$ cat config.mk
export PLATFORM = sky130hd
export DESIGN_NAME = msi_bus_arbiter
export DESIGN_NICKNAME = d
export VERILOG_FILES = /design/src/rtl/msi_bus_arbiter.sv
export SDC_FILE = /design/constraint.sdc
export NUM_CORES = 1
export LEC_CHECK = 0
export BUFFER_PORTS_ARGS = -buffer_cell sky130_fd_sc_hd__buf_2
export CAP_MARGIN = 0
export CORE_UTILIZATION = 30
export CTS_CLUSTER_DIAMETER = 40
export DETAILED_ROUTE_END_ITERATION = 8
export PLACE_DENSITY = 0.56
export SLEW_MARGIN = 10
export SYNTH_ARGS = -nofsm -noshare
export SYNTH_HDL_FRONTEND = slang
export SYNTH_SLANG_ARGS = --single-unit
$ cat constraint.sdc
create_clock -name clk_i -period 1.8 [get_ports clk_i]
set_clock_uncertainty 0.05 [all_clocks]
set_input_delay 0.27 -clock clk_i [delete_from_list [all_inputs] [get_ports clk_i]]
set_output_delay 0.27 -clock clk_i [all_outputs]
set_load 0.02 [all_outputs]
$ cat src/rtl/msi_bus_arbiter.sv
// Shared-bus responder for the MSI snooping caches: round-robin grant,
// one-cycle snoop broadcast, flush collection and memory latency model.
module msi_bus_arbiter #(
    parameter int NUM_CPUS  = 2,
    parameter int NUM_LINES = 2,
    parameter int MEM_LAT   = 3
) (
    input  logic                          clk_i,
    input  logic                          rst_i,
    input  logic [NUM_CPUS-1:0]           req_i,
    output logic [NUM_CPUS-1:0]           gnt_o,
    input  logic [3*NUM_CPUS-1:0]         msg_i,
    input  logic [NUM_LINES*NUM_CPUS-1:0] addr_i,
    input  logic [NUM_CPUS-1:0]           flush_i,
    output logic [3*NUM_CPUS-1:0]         snoop_msg_o,
    output logic [NUM_LINES-1:0]          snoop_addr_o,
    output logic                          mem_wb_o,
    output logic                          done_o,
    output logic [(NUM_CPUS>1 ? $clog2(NUM_CPUS) : 1)-1:0] owner_o,
    output logic                          error_o
);
    localparam int OW = (NUM_CPUS > 1) ? $clog2(NUM_CPUS) : 1;
    localparam int CW = $clog2(MEM_LAT) + 1;

    localparam logic [2:0] BUS_IDLE = 3'd0;
    localparam logic [2:0] BUS_UPGR = 3'd3;

    typedef enum logic [2:0] {S_IDLE, S_GRANT, S_SNOOP, S_DATA, S_DONE} state_t;

    state_t                  state, state_n;
    logic [NUM_CPUS-1:0]     pending, pend_clr;
    logic [OW-1:0]           rr_ptr, rr_n, owner, owner_n;
    logic [2:0]              cap_msg, cap_msg_n;
    logic [CW-1:0]           cnt, cnt_n;
    logic [NUM_CPUS-1:0]     gnt_n, flush_eff;
    logic [3*NUM_CPUS-1:0]   snoop_msg_n;
    logic [NUM_LINES-1:0]    snoop_addr_n;
    logic                    mem_wb_n, done_n, error_n;
    logic [2:0]              samp_msg;
    logic [NUM_LINES-1:0]    samp_addr;
    int                      nflush;

    // First pending cache at or after ptr, wrapping around.
    function automatic logic [OW-1:0] rr_pick(input logic [NUM_CPUS-1:0] p,
                                              input logic [OW-1:0] ptr);
        logic [OW-1:0] r;
        logic          found;
        int            j;
        r     = ptr;
        found = 1'b0;
        for (int i = 0; i < NUM_CPUS; i++) begin
            j = int'(ptr) + i;
            if (j >= NUM_CPUS) j = j - NUM_CPUS;
            if (!found && p[j]) begin
                found = 1'b1;
                r     = OW'(j);
            end
        end
        return r;
    endfunction

    function automatic logic [OW-1:0] next_idx(input logic [OW-1:0] o);
        return (o == OW'(NUM_CPUS-1)) ? '0 : OW'(o + 1'b1);
    endfunction

    assign owner_o = owner;

    // Owner's message/address slice, and flushes from non-owners only.
    always_comb begin
        samp_msg  = BUS_IDLE;
        samp_addr = '0;
        flush_eff = flush_i;
        nflush    = 0;
        for (int k = 0; k < NUM_CPUS; k++) begin
            if (owner == OW'(k)) begin
                samp_msg     = msg_i[3*k +: 3];
                samp_addr    = addr_i[NUM_LINES*k +: NUM_LINES];
                flush_eff[k] = 1'b0;
            end
        end
        for (int k = 0; k < NUM_CPUS; k++) begin
            if (flush_eff[k]) nflush = nflush + 1;
        end
    end

    // Next-state and next-output logic; every output is registered below.
    always_comb begin
        state_n      = state;
        rr_n         = rr_ptr;
        owner_n      = owner;
        cap_msg_n    = cap_msg;
        cnt_n        = cnt;
        pend_clr     = '0;
        gnt_n        = '0;
        snoop_msg_n  = '0;
        snoop_addr_n = snoop_addr_o;
        mem_wb_n     = 1'b0;
        done_n       = 1'b0;
        error_n      = error_o;
        case (state)
            S_IDLE: begin
                if (|pending) begin
                    owner_n          = rr_pick(pending, rr_ptr);
                    gnt_n[owner_n]   = 1'b1;
                    state_n          = S_GRANT;
                end
            end
            S_GRANT: begin
                pend_clr[owner] = 1'b1;
                if (samp_msg > BUS_UPGR) error_n = 1'b1;
                if (samp_msg == BUS_IDLE || samp_msg > BUS_UPGR) begin
                    // Requester withdrew (or sent garbage): release the bus quietly.
                    rr_n    = next_idx(owner);
                    state_n = S_IDLE;
                end else begin
                    cap_msg_n    = samp_msg;
                    snoop_addr_n = samp_addr;
                    for (int k = 0; k < NUM_CPUS; k++) begin
                        if (owner != OW'(k)) snoop_msg_n[3*k +: 3] = samp_msg;
                    end
                    state_n = S_SNOOP;
                end
            end
            S_SNOOP: begin
                if (nflush > 1) error_n = 1'b1;
                if (cap_msg == BUS_UPGR) begin
                    done_n  = 1'b1;
                    state_n = S_DONE;
                end else if (|flush_eff) begin
                    // A cache supplies the line: one data cycle, memory updated.
                    mem_wb_n = 1'b1;
                    cnt_n    = '0;
                    state_n  = S_DATA;
                end else begin
                    cnt_n   = CW'(MEM_LAT - 1);
                    state_n = S_DATA;
                end
            end
            S_DATA: begin
                if (cnt == '0) begin
                    done_n  = 1'b1;
                    state_n = S_DONE;
                end else begin
                    cnt_n = cnt - 1'b1;
                end
            end
            S_DONE: begin
                rr_n    = next_idx(owner);
                state_n = S_IDLE;
            end
            default: state_n = S_IDLE;
        endcase
    end

    // State, request latch and registered outputs.
    always_ff @(posedge clk_i or negedge rst_i) begin
        if (!rst_i) begin
            state        <= S_IDLE;
            pending      <= '0;
            rr_ptr       <= '0;
            owner        <= '0;
            cap_msg      <= BUS_IDLE;
            cnt          <= '0;
            gnt_o        <= '0;
            snoop_msg_o  <= '0;
            snoop_addr_o <= '0;
            mem_wb_o     <= 1'b0;
            done_o       <= 1'b0;
            error_o      <= 1'b0;
        end else begin
            state        <= state_n;
            pending      <= (pending & ~pend_clr) | req_i;
            rr_ptr       <= rr_n;
            owner        <= owner_n;
            cap_msg      <= cap_msg_n;
            cnt          <= cnt_n;
            gnt_o        <= gnt_n;
            snoop_msg_o  <= snoop_msg_n;
            snoop_addr_o <= snoop_addr_n;
            mem_wb_o     <= mem_wb_n;
            done_o       <= done_n;
            error_o      <= error_n;
        end
    end
endmodule

==> out/results.txt <==
status: complete, no violations
first drt pass iteration count: 4
r2r endpoint: cnt[0]
R2R Path Start: cnt[0]
final hold viol count: 0
dpl hpwl: 1.751 mm
CP Cell Sequence: inv_1 -> ha_1 -> nor2b_1 -> a32oi_1 -> nand2_1 -> a32o_1
critical path depth in cells: 6
post-synth cell types: 33
row cnt: 22
Slew @ Worst Pin: 579.5 ps
Final nets: 161
Crit. End Element: flop
vias in the first global route: 899
RSZ-0062 raised after global routing: false
FFs w/ async S/R, synth: 1.000
Syn Area/Cell: 10.73 sq um
crit path from: cnt[0]
total grt overflow: 0
Max Clk Rate: 634.1 MHz
Simple-Gate Fraction of Synth Area: 0.1850
Buf/Inv on CP: 1
worst-path fanout max: 4
number of remaining DRC errors: 0
main combinational cell family by area after synthesis: simple AND/OR/NAND/NOR gates
Yosys top cell area share: 0.5561
clk root buf: clkbuf_8
hold_sp: req_i[1]
clock tree buffer depth: 2
post-synthesis cell area: 1170 sq um
CTS tree: built
largest net degree at the start of global routing: 27
H-tree depth: 1
pwr dens: 1652 nW/um^2
Avg WL per Cell: 12.04 microns
Post-synth EDFFs: 0
Startpoint Class: flop
setup TNS: 0 ps
Vias: 908
GP Congestion: 0.7541
fin cells: 190
fillers: 386
MaxCap Viol Count: 0
LEAKAGE: 0.0007235 uW
sequential-to-total area share from yosys stat: 0.5561
Final ANT Viol Nets: 0
CTS sink cnt: 26
proportion of synthesized area in mux cells: 0.05989
share of cells above drive strength 1: 0.2817
Die ar.: 4153 sq um
Tmin final: 1577 ps
vias per inst: 4.779
CP max-delay cell: dfrtp_1
Worst VDD drop: 0.8771 mV
core region area: 3689 sq um
Final Cycle Share: 0.8761
all-layer global routing usage: 0.1221
xor/xnor cell area share of the yosys netlist: 0
clock-pin slew on the worst setup and hold paths: 90 ps
post-synth top area cell: dfrtp_1
Die X: 64.45 microns
Yosys warnings: 0
area grow syn2layout: 24.17%
Final Max Slew Viols: 0
first-pass GRT wire length: 3.919 mm
dpl cells: 185
Required @ worst endpoint: 1910 ps
Critical Path End: cnt[0]
Area contributors post-synth: dfrtp_1 56%, mux2i_1 6.0%, nor2_1 4.8%
Port Buf Inserts: 29
first-iteration detailed-routing DRC count: 12
Cells after Synth: 109
reg2reg setup slack: 220 ps
Worst EP arrival: 1690 ps
# setup viols final: 0
routed wire length: 2.287 mm
Synth Area in Compound Gates: 0.1390
Crit Path Category: reg -> reg
Slew HR: 0.6137
initial core utilization: 0.3172
Worst path top cell family by delay: compound AO/OA/AOI/OAI gates
worst-skew pair later-pin latency: 270 ps
Chip Height: 64.45 microns
worst reg2reg path depth: 6
dominant synthesized flop cell: dfrtp_1
TritonCTS buffer count: 3
antenna violations before repair: 0
CP max stage delay: 370 ps
PostCTS Resize Cnt: 0
Seq cells post-synth: 26
Ports: 30
worst min-delay path category: in -> reg
Post-Synth Adder-Cell Area: 0.02139
postcts setup bufs: 0
antenna fix cells: 0
[routing by layer]
metal,vias up,wire [microns],GRT usage
met5,-,0,0
met4,0,12,0.02500
met3,2,112,0.03521
met2,23,1159,0.2250
met1,442,1003,0.1389
li1,441,-,-
[timing repair]
action                                  in CTS  in global routing
endpoints found under the setup margin       0                  0
hold buffers                                 1                  0
endpoints found under the hold margin       26                  0
[layout by cell type, fill, tap and decap left out, types with 2 or more instances in the layout]
cell      synthesis  final
conb_1            1      2
o21ai_1           2      2
a41oi_1           2      2
nand2b_1          3      3
nand3_1           2      2
nand2_1           9      9
and3_1            2      2
dfrtp_1          26     26
o21ai_0           4      4
clkbuf_8          0      3
a31oi_1           2      2
nor3_1            3      3
inv_1             5      5
nor2b_1           2      2
a21oi_1           5      5
nor2_1           15     15
ha_1              2      2
mux2i_1           7      7
buf_4             1      2
buf_2             2     29
[registers in the layout, summed over array words and instances (netlist names), 2 cells and up]
register      cells
cap_msg           3
cnt               3
gnt_o             2
pending           2
snoop_addr_o      2
snoop_msg_o       6
state             3
[through the flow]
step	total power (uW)	worst slack (ps)	hold WS [ps]	cell area (sq um)	util
floorplan	1679	346.2	-75.59	1174	-
global placement	1918	305.5	248.8	1371	0.3718
detailed placement	1949	225.9	257.0	1371	0.3718
CTS	2441	218.0	125.3	1453	0.3938
global route	2596	91.67	121.6	1453	0.3938
finish	2400	222.9	137.7	1453	0.3938
[how the worst min path moves through the flow]
stage / to / slack (ps) / cells past startpoint
after global routing: pending[1] / 120 / 2
after floorplan: cap_msg[0] / -80 / 0
after global placement: gnt_o[0] / 250 / 1
after detailed placement: gnt_o[0] / 260 / 1
final: pending[1] / 140 / 2
after CTS: pending[1] / 130 / 2
[cell type report]
type | instances | area (sq um) | area share
clock buffer | 3 | 41.29 | 0.02842
clock inverter | 1 | 30.03 | 0.02067
tap | 48 | 60.06 | 0.04134
timing repair buffer | 32 | 170.2 | 0.1171
sequential | 26 | 650.6 | 0.4479
multi-input combinational | 75 | 481.7 | 0.3316
inverter | 5 | 18.77 | 0.01292
[cell usage after synthesis (2+ instances only)]
master    count
ha_1          2
nor3_1        3
o21ai_1       2
mux2i_1       7
a21oi_1       5
nor2b_1       2
a31oi_1       2
nand2_1       9
and3_1        2
buf_2         2
inv_1         5
a41oi_1       2
nand2b_1      3
nand3_1       2
nor2_1       15
o21ai_0       4
dfrtp_1      26
[power by group]
part,leakage (uW),switching [uW],total [uW],internal [uW]
Sequential,0.000321,202,965,763
Clock,0.0000357,179,476,297
Combinational,0.000367,541,959,418
Total,0.000723,922,2400,1480
[logic make-up after synthesis]
family | Yosys count
DFF | 26
muxes | 7
AOI/OAI and AO/OA | 22
other | 1
buffers and inverters | 9
and+or+nand+nor | 42
adders and majority gates | 2
No activity file was read; power rests on OpenSTA's default activity.
